[config.mk]
export PLATFORM = sky130hd
export DESIGN_NAME = mem_bus_arbiter_flat
export DESIGN_NICKNAME = d
export VERILOG_FILES = /design/src/rtl/mem_bus_arbiter_if.sv /design/src/rtl/mem_bus_arbiter.sv /design/src/flat_wrapper.sv
export SDC_FILE = /design/constraint.sdc
export NUM_CORES = 1
export LEC_CHECK = 0
export ABC_AREA = 1
export CORE_MARGIN = 5
export CORE_UTILIZATION = 35
export CTS_CLUSTER_DIAMETER = 50
export DETAILED_ROUTE_END_ITERATION = 16
export HOLD_SLACK_MARGIN = 0.1
export PLACE_DENSITY = 0.68
export SLEW_MARGIN = 20
export SYNTH_ARGS = -nofsm -noshare
export SYNTH_HDL_FRONTEND = slang
export SYNTH_SLANG_ARGS = --single-unit
export TNS_END_PERCENT = 50
[constraint.sdc]
create_clock -name clk -period 4.5 [get_ports clk]
set_input_delay 0.9 -clock clk [delete_from_list [all_inputs] [get_ports clk]]
set_output_delay 0.9 -clock clk [all_outputs]
set_load 0.05 [all_outputs]
[src/rtl/mem_bus_arbiter_if.sv]
// Bundles the I-side refill port, D-side word port and backing-memory port.
// slave = arbiter view; master = requesters plus memory model view.
interface mem_bus_arbiter_if;
    logic        i_req;
    logic [31:0] i_addr;
    logic [31:0] i_rdata;
    logic        i_rvalid;
    logic [1:0]  i_status;

    logic        d_req;
    logic        d_we;
    logic [31:0] d_addr;
    logic [31:0] d_wdata;
    logic [31:0] d_rdata;
    logic [1:0]  d_status;

    logic        mem_req;
    logic        mem_we;
    logic [31:0] mem_addr;
    logic [31:0] mem_wdata;
    logic        mem_ready;
    logic [31:0] mem_rdata;

    modport slave (
        input  i_req, i_addr, d_req, d_we, d_addr, d_wdata, mem_ready, mem_rdata,
        output i_rdata, i_rvalid, i_status, d_rdata, d_status,
        output mem_req, mem_we, mem_addr, mem_wdata
    );

    modport master (
        output i_req, i_addr, d_req, d_we, d_addr, d_wdata, mem_ready, mem_rdata,
        input  i_rdata, i_rvalid, i_status, d_rdata, d_status,
        input  mem_req, mem_we, mem_addr, mem_wdata
    );
endinterface

[src/rtl/mem_bus_arbiter.sv]
// Arbitrates I-side line refills and D-side word accesses onto one memory port; mem_req rises one cycle after grant.
// Memory backpressure via mem_ready stalls the current beat indefinitely; one transaction outstanding at a time.
module mem_bus_arbiter #(
    parameter int LINE_WORDS   = 4,
    parameter int MAX_D_STREAK = 4
) (
    input  logic         clk,
    input  logic         rst,
    mem_bus_arbiter_if.slave bus
);

    localparam int BEAT_W = (LINE_WORDS > 1) ? $clog2(LINE_WORDS) : 1;
    localparam logic [BEAT_W-1:0] LAST_BEAT  = BEAT_W'(LINE_WORDS - 1);
    localparam logic [3:0]        STREAK_MAX = 4'(MAX_D_STREAK);

    localparam logic [2:0] ST_IDLE    = 3'd0;
    localparam logic [2:0] ST_I_BURST = 3'd1;
    localparam logic [2:0] ST_D_XFER  = 3'd2;
    localparam logic [2:0] ST_I_DONE  = 3'd3;
    localparam logic [2:0] ST_D_DONE  = 3'd4;

    logic [2:0]        state;
    logic [BEAT_W-1:0] beat;
    logic [3:0]        d_streak;
    logic [31:0]       addr_q;
    logic [31:0]       wdata_q;
    logic              we_q;
    logic [31:0]       d_rdata_q;
    logic              grant_d;
    logic              grant_i;

    // D wins ties until it has starved a waiting I request MAX_D_STREAK times in a row.
    always_comb begin
        grant_d = 1'b0;
        grant_i = 1'b0;
        if (state == ST_IDLE) begin
            if (bus.d_req && !(bus.i_req && d_streak == STREAK_MAX)) begin
                grant_d = 1'b1;
            end else if (bus.i_req) begin
                grant_i = 1'b1;
            end
        end
    end

    always_ff @(posedge clk or posedge rst) begin
        if (rst) begin
            state     <= ST_IDLE;
            beat      <= '0;
            d_streak  <= '0;
            addr_q    <= '0;
            wdata_q   <= '0;
            we_q      <= 1'b0;
            d_rdata_q <= '0;
        end else begin
            case (state)
                ST_IDLE: begin
                    if (grant_d) begin
                        state   <= ST_D_XFER;
                        addr_q  <= bus.d_addr;
                        we_q    <= bus.d_we;
                        wdata_q <= bus.d_wdata;
                        if (bus.i_req && d_streak != STREAK_MAX) begin
                            d_streak <= d_streak + 4'd1;
                        end
                    end else if (grant_i) begin
                        state    <= ST_I_BURST;
                        addr_q   <= bus.i_addr;
                        we_q     <= 1'b0;
                        beat     <= '0;
                        d_streak <= '0;
                    end
                end
                ST_D_XFER: begin
                    if (bus.mem_ready) begin
                        if (!we_q) begin
                            d_rdata_q <= bus.mem_rdata;
                        end
                        state <= ST_D_DONE;
                    end
                end
                ST_I_BURST: begin
                    if (bus.mem_ready) begin
                        addr_q <= addr_q + 32'd4;
                        beat   <= beat + 1'b1;
                        if (beat == LAST_BEAT) begin
                            state <= ST_I_DONE;
                        end
                    end
                end
                ST_I_DONE, ST_D_DONE: state <= ST_IDLE;
                default:              state <= ST_IDLE;
            endcase
        end
    end

    assign bus.mem_req   = (state == ST_I_BURST) || (state == ST_D_XFER);
    assign bus.mem_we    = we_q;
    assign bus.mem_addr  = addr_q;
    assign bus.mem_wdata = wdata_q;

    // Refill beats are forwarded in the completing cycle rather than re-registered.
    assign bus.i_rvalid = (state == ST_I_BURST) && bus.mem_ready;
    assign bus.i_rdata  = bus.i_rvalid ? bus.mem_rdata : 32'd0;
    assign bus.d_rdata  = d_rdata_q;

    assign bus.i_status = rst ? 2'b00 : (state == ST_I_DONE) ? 2'b10 : {1'b0, bus.i_req};
    assign bus.d_status = rst ? 2'b00 : (state == ST_D_DONE) ? 2'b10 : {1'b0, bus.d_req};

endmodule

[src/flat_wrapper.sv]
// flat-port wrapper written by rule: the top's interface ports become plain ports
module mem_bus_arbiter_flat 
#(
    parameter int LINE_WORDS   = 4,
    parameter int MAX_D_STREAK = 4
)
  (clk, rst, bus_i_req, bus_i_addr, bus_d_req, bus_d_we, bus_d_addr, bus_d_wdata, bus_mem_ready, bus_mem_rdata, bus_i_rdata, bus_i_rvalid, bus_i_status, bus_d_rdata, bus_d_status, bus_mem_req, bus_mem_we, bus_mem_addr, bus_mem_wdata);
  mem_bus_arbiter_if bus_i ();
  input  logic clk;
  input  logic rst;
  input wire logic [$bits(bus_i.i_req)-1:0] bus_i_req;
  input wire logic [$bits(bus_i.i_addr)-1:0] bus_i_addr;
  input wire logic [$bits(bus_i.d_req)-1:0] bus_d_req;
  input wire logic [$bits(bus_i.d_we)-1:0] bus_d_we;
  input wire logic [$bits(bus_i.d_addr)-1:0] bus_d_addr;
  input wire logic [$bits(bus_i.d_wdata)-1:0] bus_d_wdata;
  input wire logic [$bits(bus_i.mem_ready)-1:0] bus_mem_ready;
  input wire logic [$bits(bus_i.mem_rdata)-1:0] bus_mem_rdata;
  output wire logic [$bits(bus_i.i_rdata)-1:0] bus_i_rdata;
  output wire logic [$bits(bus_i.i_rvalid)-1:0] bus_i_rvalid;
  output wire logic [$bits(bus_i.i_status)-1:0] bus_i_status;
  output wire logic [$bits(bus_i.d_rdata)-1:0] bus_d_rdata;
  output wire logic [$bits(bus_i.d_status)-1:0] bus_d_status;
  output wire logic [$bits(bus_i.mem_req)-1:0] bus_mem_req;
  output wire logic [$bits(bus_i.mem_we)-1:0] bus_mem_we;
  output wire logic [$bits(bus_i.mem_addr)-1:0] bus_mem_addr;
  output wire logic [$bits(bus_i.mem_wdata)-1:0] bus_mem_wdata;
  assign bus_i.i_req = bus_i_req;
  assign bus_i.i_addr = bus_i_addr;
  assign bus_i.d_req = bus_d_req;
  assign bus_i.d_we = bus_d_we;
  assign bus_i.d_addr = bus_d_addr;
  assign bus_i.d_wdata = bus_d_wdata;
  assign bus_i.mem_ready = bus_mem_ready;
  assign bus_i.mem_rdata = bus_mem_rdata;
  assign bus_i_rdata = bus_i.i_rdata;
  assign bus_i_rvalid = bus_i.i_rvalid;
  assign bus_i_status = bus_i.i_status;
  assign bus_d_rdata = bus_i.d_rdata;
  assign bus_d_status = bus_i.d_status;
  assign bus_mem_req = bus_i.mem_req;
  assign bus_mem_we = bus_i.mem_we;
  assign bus_mem_addr = bus_i.mem_addr;
  assign bus_mem_wdata = bus_i.mem_wdata;
  mem_bus_arbiter #(.LINE_WORDS(LINE_WORDS), .MAX_D_STREAK(MAX_D_STREAK)) u_core (.clk(clk), .rst(rst), .bus(bus_i));
endmodule
======== Yosys cells after proc, flatten, opt, wreduce, memory -nomap -nowiden ========
Index checks and enable logic that the tools add are counted.
word-level totals
  register bits ........................... 106
  output and inout bits ................... 135
operators by class
  add/subtract/negate cells ............... 3
  eq/ne operators ......................... 14
  muxes and demuxes ....................... 29
  bitwise operators ....................... 1
  reduce and logical (&&, ||, !) cells .... 16
operators with widths
  cell                                                              count
  32-bit two-way mux                                                4
  32-bit one-hot mux with 2 select lines                            1
  32-bit by 3-bit adder with 32-bit output (second input constant)  1
  3-bit two-way mux                                                 5
  2-bit two-way mux                                                 7
  4-bit two-way mux                                                 3
  3-bit one-hot mux with 3 select lines                             1
  3-bit AND reduction                                               3
  2-bit != test (second input constant)                             4
  4-bit AND reduction                                               2
  1-bit two-way mux                                                 7
  3-bit by 2-bit == test with 1-bit output (second input constant)  2
  4-bit by 1-bit adder with 4-bit output (second input constant)    1
  4-bit by 3-bit == test with 1-bit output (second input constant)  1
  1-bit logical AND                                                 4
  2-bit by 1-bit != test with 1-bit output (second input constant)  2
  4-bit by 3-bit != test with 1-bit output (second input constant)  1
  2-bit one-hot mux with 2 select lines                             1
  2-bit AND reduction                                               2
  2-bit nonzero test                                                2
  3-bit by 1-bit == test with 1-bit output (second input constant)  1
  3-bit == test (second input constant)                             1
  3-bit logical NOT                                                 1
  3-bit by 1-bit != test with 1-bit output (second input constant)  1
  other kinds (5)                                                   5

======== Logic depth before layout (Yosys ltp) ========
Gate-level depths: netlist of run 1.
  depth after elaboration ................. 9
  gate-level depth with buffers ........... 14
  depth with buffers taken out ............ 13

======== Worst setup path before layout of run 1 ========
OpenSTA, ideal clock, no wires.
  path kind ............................... input port to output port
  start ................................... input rst
  end ..................................... output bus_d_status[0]
  data arrival time ....................... 4112 ps
  slack ................................... -512 ps
  cell stages on the path ................. 3
  buffers on the path ..................... 0
  cell sequence ........................... inv_1 > nand2_1 > a31oi_1
between the ends
  longest elaborated chain between the ends .. 1
ends and longest elaborated chain
  item                line                    source
  start: declaration  flat_wrapper.sv:10      input logic rst;
  2-bit two-way mux   mem_bus_arbiter.sv:107  assign bus.d_status = rst ? 2'b00 : (state == ST_D_DONE) ? 2'b10 : {1'b0, bus.d_req};
  end: declaration    flat_wrapper.sv:23      output wire logic [$bits(bus_i.d_status)-1:0] bus_d_status;
No other way between the ends.

======== Worst setup path in the final report of run 1 ========
  start ................................... input bus_mem_ready
  end ..................................... output bus_i_rdata[8]
between the ends
  longest elaborated chain between the ends .. 2
ends and longest elaborated chain
  item                line                    source
  start: declaration  flat_wrapper.sv:17      input wire logic [$bits(bus_i.mem_ready)-1:0] bus_mem_ready;
  1-bit logical AND   mem_bus_arbiter.sv:102  assign bus.i_rvalid = (state == ST_I_BURST) && bus.mem_ready;
  32-bit two-way mux  mem_bus_arbiter.sv:103  assign bus.i_rdata = bus.i_rvalid ? bus.mem_rdata : 32'd0;
  end: declaration    flat_wrapper.sv:19      output wire logic [$bits(bus_i.i_rdata)-1:0] bus_i_rdata;
No other way between the ends.

==> results of run 1 <==
==> through the flow <==
stage	cells	hold slack (ps)	cell area (um^2)
after floorplan	903	467	6150
after global placement	1365	461	8950
after detailed placement	1365	464	8950
after CTS	1380	484	9220
after global routing	1380	500	9220
final	1380	478	9220
==> area by class of cell <==
cell class | instances | area [um^2]
Clock buffer | 9 | 225
Fill cell | 1673 | 8080
Inverter | 135 | 515
Sequential cell | 106 | 2650
Multi-Input combinational cell | 627 | 2780
Tap cell | 225 | 282
Clock inverter | 6 | 50.0
Timing Repair Buffer | 272 | 2710
==> registers in the layout (all words and copies together), names as in the netlist <==
signal	cells
u_core.beat	2
u_core.state	3
u_core.d_streak	4
u_core.bus.mem_wdata	32
u_core.bus.mem_addr	32
u_core.bus.d_rdata	32
u_core.bus.mem_we	1
==> worst max-delay path: cells and delay by family <==
family	cells	cell delay [ps]
buffers and inverters	4	1680
and+or+nand+nor	2	340
==> Yosys cell counts, drive strengths merged (3+ instances only) <==
cell and count:
nor2 115, buf 28, o21ai 59, a21oi 19
nand3 49, dfrtp 106, nand2 344, nand3b 3
nand4 7, inv 135, clkbuf 7, o211ai 7
nor4 3, ha 4, a31oi 5
==> worst paths after layout <==
path	to	start
worst max-delay path	bus_i_rdata[8]	bus_mem_ready
max in group asynchronous	u_core.bus.d_rdata[23]$_DFFE_PP0P_	rst
worst min-delay path	u_core.bus.mem_wdata[16]$_DFFE_PP0P_	u_core.bus.mem_wdata[16]$_DFFE_PP0P_
min in group asynchronous	u_core.state[1]$_DFFE_PP0P_	rst
worst min register to register	u_core.bus.mem_wdata[16]$_DFFE_PP0P_	u_core.bus.mem_wdata[16]$_DFFE_PP0P_
worst max register to register	u_core.bus.mem_addr[16]$_DFFE_PP0P_	u_core.d_streak[0]$_DFFE_PP0P_
==> kinds of logic after synthesis <==
| logic type | after synthesis | synth area share, % |
|---|---|---|
| buf+inv | 170 | 11.6 |
| flops | 106 | 43.1 |
| xor+xnor | 4 | 0.570 |
| simple gates | 523 | 35.3 |
| compound gates | 96 | 8.60 |
| fa+ha+maj | 4 | 0.814 |
==> power breakdown <==
group	switching (W)	internal [W]	total (W)
combinational	0.00306	0.00140	0.00446
clock	0.000383	0.000381	0.000765
sequential	0.000393	0.00140	0.00179
total	0.00384	0.00318	0.00702
==> per-layer routing <==
metal	wire, um	share of wire (%)
met5	0	0
met4	367	1.8
met3	1700	8.3
met2	10100	49
met1	8440	41
==> flow_metrics.tcl, run 1 <==
set metrics [dict create \
    drtAntennaViolNets 0 \
    finalWorstSetupSlack_ps 662 \
    finalNetCount 1289 \
    ys_seq_area_share_pct 43.1 \
    mostFrequentLayoutCells "nand2_1, clkdlybuf4s50_1, inv_1" \
    die-area_um2 20300 \
    drt_wl_total_mm 20.6 \
    total_power_w 0.00702 \
    clock_tree_from_tritoncts "built" \
    critical_path_class "in2out" \
    design.portCount 269 \
    slew_viol_final 0 \
    cp_slowest_stage_delay_ps 830 \
    post_cts_buffers 0 \
    half_perimeter_wire_length_of_the_detailed_placement_result_mm 15.5 \
    worst_pin_slew_ps 949 \
    final_core_util_pct 53.3 \
    grt.met2_usage_pct 34.5 \
    initial_cell_density_of_the_core_pct 35.6 \
    area_growth_syn_to_layout_pct 49.9 \
    number_of_enable_type_register_cells_in_the_synthesized_netlist 0 \
    via_per_inst 4.58 \
    htree_levels 3 \
    drtPass1Iterations 4 \
    antenna_cells_inserted 0 \
    worstHoldPathType "reg2reg" \
    route.detailed.drc 0 \
    syn-cell-area_um2 6150 \
    globalRouteMet1Util_pct 24.2 \
    critPathCaptureType "output port" \
    clock_sinks 106 \
    design.core.area_um2 17300 \
    cts_root_buffer "clkbuf_16" \
    setup-violations-final 0 \
    grt_util_met3_pct 6.49 \
    vias 6316 \
    maxCapViolCount 0 \
    via_count_of_the_first_global_routing_pass 6305 \
    grt_pass1_wl_mm 32.4 \
    grt_most_used_layer "met2" \
    critPathLaunchType "input pin" \
    final_layout_size_suffix_gt1_share_pct 3.90 \
    std_cell_rows 48 \
    netlist_top_cells_area "dfrtp_1, nand2_1, inv_1" \
    netlist.area_leader.share_pct 43.1 \
    layout_commonest_cell "nand2_1" \
    final.setup_skew_ps 10.7 \
    timing.critical_path.slowest_stage_cell "clkdlybuf4s50_1" \
    placement.setup.worst_slack_ps 645 \
    synth.lib_cells_used.distinct 37 \
    maximum_number_of_pins_on_one_net_before_global_route_repair 83 \
    critical_path.max_fanout 36 \
    worst-endpoint-arrival_ps 2940 \
    clk_path_buf_depth 2 \
    path_cells "clkdlybuf4s50_1 -> inv_1 -> nor2_1 -> inv_2 -> nor2_1 -> clkdlybuf4s50_1" \
    ys_seq_elements 106 \
    dominant_cell_type_by_area_after_synthesis "dfrtp_1" \
    max_slew_headroom_pct 36.5 \
    grt_util_all_layers_pct 20.1 \
    worst-r2r-cell-count 12 \
    grt_setup_unrepaired "false" \
    p_per_area_nw_per_um2 761 \
    final_min_period_over_clock_period_pct 85.3 \
    worst_hold_path.num_cells 2 \
    cellLeakagePower_nw 4.60 \
    worstSkewPairLatency_ps 350 \
    clk_transition_reported_paths_ps 70 \
    final-hold-violation-count 0 \
    ff2ff_setup_slack_ps 2140 \
    synthesis.area_per_instance_um2 6.81 \
    synthesis.yosys.warnings 0 \
    sum_of_negative_setup_slack_ps 0 \
    cts_buffers 9 \
    finalWorstPathRequiredPeriod_ps 3840 \
    wl_per_cell_um 14.9 \
    floorplan.die.height_um 143 \
    antenna_found_initial 0 \
    worst-endpoint-required_ps 3600 \
    place_congestion 0.859 \
    highest_attainable_clock_frequency_ghz 0.261 \
    residual_overflow_from_global_routing 0 \
    cts_hold_buffers 0 \
    fraction_of_synthesis_flops_using_an_asynchronous_set_or_reset_pin_pct 100 \
    synthFlopType "dfrtp_1" \
    syn_inst 903 \
    first_drt_iteration_drcs 309 \
    cts_repair_resize_count 0 \
    outcome "finished clean" \
    synth.net_count 1041 \
    floorplan.die.width_um 143 \
    portBuffers 268 \
    irDropWorstVdd_mv 0.342 \
]
Note: power is estimated with default switching activity, not from simulation.
==> run 2, diff against run 1 <==
RECOVER_POWER = 50   (was unset)
==> run 2 against run 1 <==
The flow now finishes with violations (max-capacitance violations, max-slew violations). First-iteration DRC count rose by 0.65%. Critical path type unchanged. Final area shrank 0.19%. Maximum frequency shrank 1.9%. Via count is essentially flat. Clock power is essentially flat. Core utilization shrank 0.10 points. Register-to-register slack worse by 770 ps. Highest routed layer unchanged. Non-clock buffer count did not move. Clock-buffer cell count did not move. Sequential cell count unchanged. Wire length is 0.38% lower.
==> flow_metrics.tcl, run 2 (synthesis gave the netlist of run 1 again) <==
set metrics [dict create \
    cellLeakagePower_nw 4.69 \
    worstSkewPairLatency_ps 350 \
    maximum_number_of_pins_on_one_net_before_global_route_repair 83 \
    wl_per_cell_um 14.9 \
    final-hold-violation-count 0 \
    mostFrequentLayoutCells "nand2_1, clkdlybuf4s50_1, inv_1" \
    violations "max-capacitance violations, max-slew violations" \
    via_count_of_the_first_global_routing_pass 6305 \
    timing.critical_path.slowest_stage_cell "clkdlybuf4s50_1" \
    p_per_area_nw_per_um2 747 \
    final_layout_size_suffix_gt1_share_pct 3.46 \
    sum_of_negative_setup_slack_ps 0 \
    fillers 1675 \
    first_drt_iteration_drcs 311 \
    half_perimeter_wire_length_of_the_detailed_placement_result_mm 15.5 \
    design.portCount 269 \
    antenna_cells_inserted 0 \
    residual_overflow_from_global_routing 0 \
    finalWorstPathRequiredPeriod_ps 3910 \
    clk_path_buf_depth 2 \
    dpl.cell_count 1365 \
    worst-endpoint-required_ps 3600 \
    max_slew_headroom_pct -12.6 \
    place_congestion 0.859 \
    initial_cell_density_of_the_core_pct 35.6 \
    cts_repair_resize_count 0 \
    highest_attainable_clock_frequency_ghz 0.256 \
    drt_wl_total_mm 20.5 \
    setup-violations-final 0 \
    critPathCaptureType "output port" \
    via_per_inst 4.58 \
    portBuffers 268 \
    clk_transition_reported_paths_ps 80 \
    die-area_um2 20300 \
    grt_pass1_wl_mm 32.4 \
    critical_path_class "in2out" \
    outcome "finished with violations" \
    post_cts_buffers 0 \
    finalNetCount 1289 \
    stdcell_count 1380 \
    worstHoldPathType "reg2reg" \
    htree_levels 3 \
    grt_util_all_layers_pct 20.1 \
    final_min_period_over_clock_period_pct 86.9 \
    cts_buffers 9 \
    std_cell_rows 48 \
    grt_setup_unrepaired "false" \
    route.detailed.drc 0 \
    drtPass1Iterations 4 \
    design.core.area_um2 17300 \
    cts_root_buffer "clkbuf_16" \
    floorplan.die.height_um 143 \
    area_growth_syn_to_layout_pct 49.6 \
    cts_hold_buffers 0 \
    maxCapViolCount 3 \
    antenna_found_initial 0 \
    final.setup_skew_ps 10.2 \
    critical_path.max_fanout 36 \
    path_cells "dlygate4sd3_1 -> inv_1 -> nor2_1 -> inv_2 -> nor2_1 -> clkdlybuf4s50_1" \
    irDropWorstVdd_mv 0.329 \
    floorplan.die.width_um 143 \
    ff2ff_setup_slack_ps 1370 \
    final_core_util_pct 53.2 \
    layout_commonest_cell "nand2_1" \
    crit_buf_inv 4 \
    drtAntennaViolNets 0 \
    path_delay_family "buffers and inverters" \
    worst-endpoint-arrival_ps 3010 \
    worst_pin_slew_ps 1690 \
    path_common_cell "nor2_1" \
    clock_sinks 106 \
    vias 6315 \
    slew_viol_final 194 \
    clock_tree_from_tritoncts "built" \
    critPathLaunchType "input pin" \
    cp_slowest_stage_delay_ps 830 \
]
run 2: path summary, 6_finish.rpt:
check,from,endpoint,depth (start not counted)
max in group asynchronous,rst,u_core.bus.d_rdata[10]$_DFFE_PP0P_,4
worst max-delay path,bus_mem_ready,bus_i_rdata[8],6
worst min-delay path,u_core.bus.mem_wdata[16]$_DFFE_PP0P_,u_core.bus.mem_wdata[16]$_DFFE_PP0P_,2
worst max register to register,u_core.d_streak[0]$_DFFE_PP0P_,u_core.bus.mem_addr[16]$_DFFE_PP0P_,12
worst min register to register,u_core.bus.mem_wdata[16]$_DFFE_PP0P_,u_core.bus.mem_wdata[16]$_DFFE_PP0P_,2
min in group asynchronous,rst,u_core.state[1]$_DFFE_PP0P_,3
run 2: final cells by class:
| class | instances | area [um^2] | share of cell area (%) |
|---|---|---|---|
| well taps | 225 | 282 | 3.06 |
| multi-input cells | 627 | 2770 | 30.1 |
| inverters | 135 | 515 | 5.60 |
| clock buffers | 9 | 225 | 2.45 |
| clock inverters | 6 | 50.0 | 0.544 |
| repair buffers | 272 | 2710 | 29.4 |
| flip-flops and latches | 106 | 2650 | 28.8 |
run 2: power breakdown:
group	internal [W]	total [W]	switching, W	leakage (nW)
Sequential	0.00140	0.00177	0.000374	1.31
Combinational	0.00128	0.00434	0.00306	3.25
Clock	0.000381	0.000766	0.000384	0.134
run 2: worst reg2reg max path, stage by stage, from the launching register on:
cell and delay (ps):
dfrtp_1 400, inv_1 100, ha_1 150, nand2_1 50
inv_1 60, nand2_1 190, nand3_1 170, clkbuf_2 1170
o21ai_0 400, nand2_1 160, nand2_1 60, nand2_1 50
nand2_1 60
run 2: metal layers:
metal / wire, um / global-route usage (%) / vias up
li1: - / - / 3258
met1: 8370 / 24.2 / 2839
met2: 9990 / 34.5 / 193
met3: 1780 / 6.49 / 25
met4: 367 / 5.55 / 0
met5: 0 / 0 / -
run 2: through the flow:
step           total power [W]  worst slack (ps)  cell area (um^2)  hold WS [ps]
3_5_place_dp           0.00632               645              8950           464
2_1_floorplan          0.00484               629              6150           467
5_1_grt                0.00741               411              9200           494
6_report               0.00688               589              9200           473
4_1_cts                0.00711               642              9220           484
3_3_place_gp           0.00627               730              8950           461
==> run 3, diff against run 2 <==
MAX_ROUTING_LAYER = met4   (was unset)
PLACE_DENSITY = 0.77   (was 0.68)
==> run 3 against run 2 <==
Critical path type unchanged. Non-clock buffer count up 1. Combinational power about the same. Sequential cell count stayed put. Clock-buffer cell count rose by 1. Worst setup slack lost 34 ps. The flow still finishes with violations (max-capacitance violations, max-slew violations). Clock skew decreased by 1.8 ps.
==> flow_metrics.tcl, run 3 (synthesis gave the netlist of run 1 again) <==
set metrics [dict create \
    critical_path.max_fanout 36 \
    grt_util_all_layers_pct 20.7 \
    area_growth_syn_to_layout_pct 50.3 \
    path_cells "dlygate4sd3_1 -> inv_1 -> nor2_1 -> inv_2 -> nor2_1 -> clkdlybuf4s50_1" \
    finalNetCount 1290 \
    worst_hold_slack_ps 473 \
    maxCapViolCount 1 \
    via_count_of_the_first_global_routing_pass 6561 \
    grt_setup_unrepaired "false" \
    clock_sinks 106 \
    final_min_period_over_clock_period_pct 87.7 \
    clk_transition_reported_paths_ps 70 \
    irDropWorstVdd_mv 0.418 \
    setup-violations-final 0 \
    seq_power_share_pct 25.5 \
    path_delay_family "buffers and inverters" \
    highest_attainable_clock_frequency_ghz 0.253 \
    critPathLaunchType "input pin" \
    area.sequential_um2 2650 \
    crit_buf_inv 4 \
    half_perimeter_wire_length_of_the_detailed_placement_result_mm 15.3 \
    cts_repair_resize_count 0 \
    drtAntennaViolNets 0 \
    drt_wl_total_mm 20.3 \
    std_cell_rows 48 \
    first_drt_iteration_drcs 349 \
    worstSkewPairLatency_ps 360 \
    violations "max-capacitance violations, max-slew violations" \
    sw_frac_of_total_pct 55.2 \
    sum_of_negative_setup_slack_ps 0 \
    cellLeakagePower_nw 4.71 \
    multi_input_comb_area_um2 2770 \
    post_cts_buffers 0 \
    drtPass1Iterations 5 \
    portBuffers 268 \
    place_congestion 0.851 \
    initial_cell_density_of_the_core_pct 35.6 \
    antenna_found_initial 1 \
    die-area_um2 20300 \
    residual_overflow_from_global_routing 0 \
    critical_path_class "in2out" \
    mostFrequentLayoutCells "nand2_1, clkdlybuf4s50_1, inv_1" \
    finalWorstPathRequiredPeriod_ps 3950 \
    intPower_w 0.00312 \
    power.net_switching_w 0.00384 \
    vias 6465 \
    design.core.area_um2 17300 \
    timing.critical_path.slowest_stage_cell "clkdlybuf4s50_1" \
    route.detailed.drc 0 \
    clock_tree_from_tritoncts "built" \
    outcome "finished with violations" \
    final.setup_skew_ps 8.38 \
    cts_hold_buffers 0 \
    comb_power_share_pct 62.4 \
    cts_root_buffer "clkbuf_16" \
    htree_levels 3 \
    slew_viol_final 65 \
    max_slew_headroom_pct -10.4 \
    design.portCount 269 \
    worst-endpoint-required_ps 3600 \
    final-hold-violation-count 0 \
    p_per_area_nw_per_um2 753 \
    wl_per_cell_um 14.7 \
    maximum_number_of_pins_on_one_net_before_global_route_repair 83 \
    via_per_inst 4.68 \
    worst-endpoint-arrival_ps 3050 \
    fillers 1663 \
    worstHoldPathType "reg2reg" \
    grt_pass1_wl_mm 32.7 \
    critPathCaptureType "output port" \
    cp_slowest_stage_delay_ps 830 \
    path_common_cell "nor2_1" \
    worst_pin_slew_ps 1650 \
    clk_path_buf_depth 2 \
    floorplan.die.width_um 143 \
    floorplan.die.height_um 143 \
    layout_commonest_cell "nand2_1" \
    power.clock.fraction_pct 12.1 \
    final_layout_size_suffix_gt1_share_pct 3.46 \
    cts_buffers 9 \
]
[run 3: changes by cell type in the layout (fill, tap and decap cells not counted), sizes merged]
cell           change
diode              +1
bufinv             +1
clkdlybuf4s50      -3
clkbuf             +1
inv                +1
dlygate4sd3        +3
clkinvlp           -1
buf                +1
clkinv             -2
[run 3: routing by layer]
metal  vias up  share of wire, %  GRT usage (%)
met5         -                 0              -
met4         0               2.7           7.50
met3        35               7.6           5.44
met2       220                49           34.8
met1      2951                41           23.8
li1       3259                 -              -
[run 3: tightest hold or removal path: cells and delay by family (launching register included)]
family           cells  cell delay [ps]
DFF                  1              340
and+or+nand+nor      2              100
[run 3: stage by stage]
| stage | instances | util, % | setup WS, ps | power (W) | instance area [um^2] |
|---|---|---|---|---|---|
| 6_report | 1382 | 53.5 | 555 | 0.00697 | 9250 |
| 2_1_floorplan | 903 | - | 629 | 0.00484 | 6150 |
| 4_1_cts | 1381 | 53.6 | 615 | 0.00719 | 9260 |
| 3_5_place_dp | 1366 | 51.8 | 624 | 0.00632 | 8950 |
| 5_1_grt | 1382 | 53.5 | 358 | 0.00747 | 9250 |
| 3_3_place_gp | 1366 | 51.8 | 738 | 0.00625 | 8950 |
[run 3: final cells by class]
cell class,count,area share (%)
Sequential cell,106,28.7
Clock buffer,10,2.58
Clock inverter,5,0.758
Inverter,135,5.58
Timing Repair Buffer,273,29.4
Multi-Input combinational cell,627,29.9
Tap cell,225,3.04
Antenna cell,1,0.0271
[run 3: worst paths after layout]
check	startpoint	to	slack [ps]	cells after the start
hold reg to reg	u_core.bus.mem_wdata[18]$_DFFE_PP0P_	u_core.bus.mem_wdata[18]$_DFFE_PP0P_	470	2
setup / recovery	bus_mem_ready	bus_i_rdata[5]	550	6
setup reg to reg	u_core.d_streak[0]$_DFFE_PP0P_	u_core.bus.mem_wdata[9]$_DFFE_PP0P_	1710	10
max in group asynchronous	rst	u_core.state[0]$_DFFE_PP0P_	1980	4
min in group asynchronous	rst	u_core.d_streak[3]$_DFFE_PP0P_	1270	3
hold / removal	u_core.bus.mem_wdata[18]$_DFFE_PP0P_	u_core.bus.mem_wdata[18]$_DFFE_PP0P_	470	2
[run 3: power groups by stage]
stage / clock (W) / combinational [W] / sequential [W]
finish: 0.000846 / 0.00434 / 0.00178
global route: 0.000902 / 0.00472 / 0.00185
CTS: 0.000867 / 0.00454 / 0.00179
detailed placement: 0 / 0.00452 / 0.00180
global placement: 0 / 0.00447 / 0.00178
floorplan: 0 / 0.00169 / 0.00315
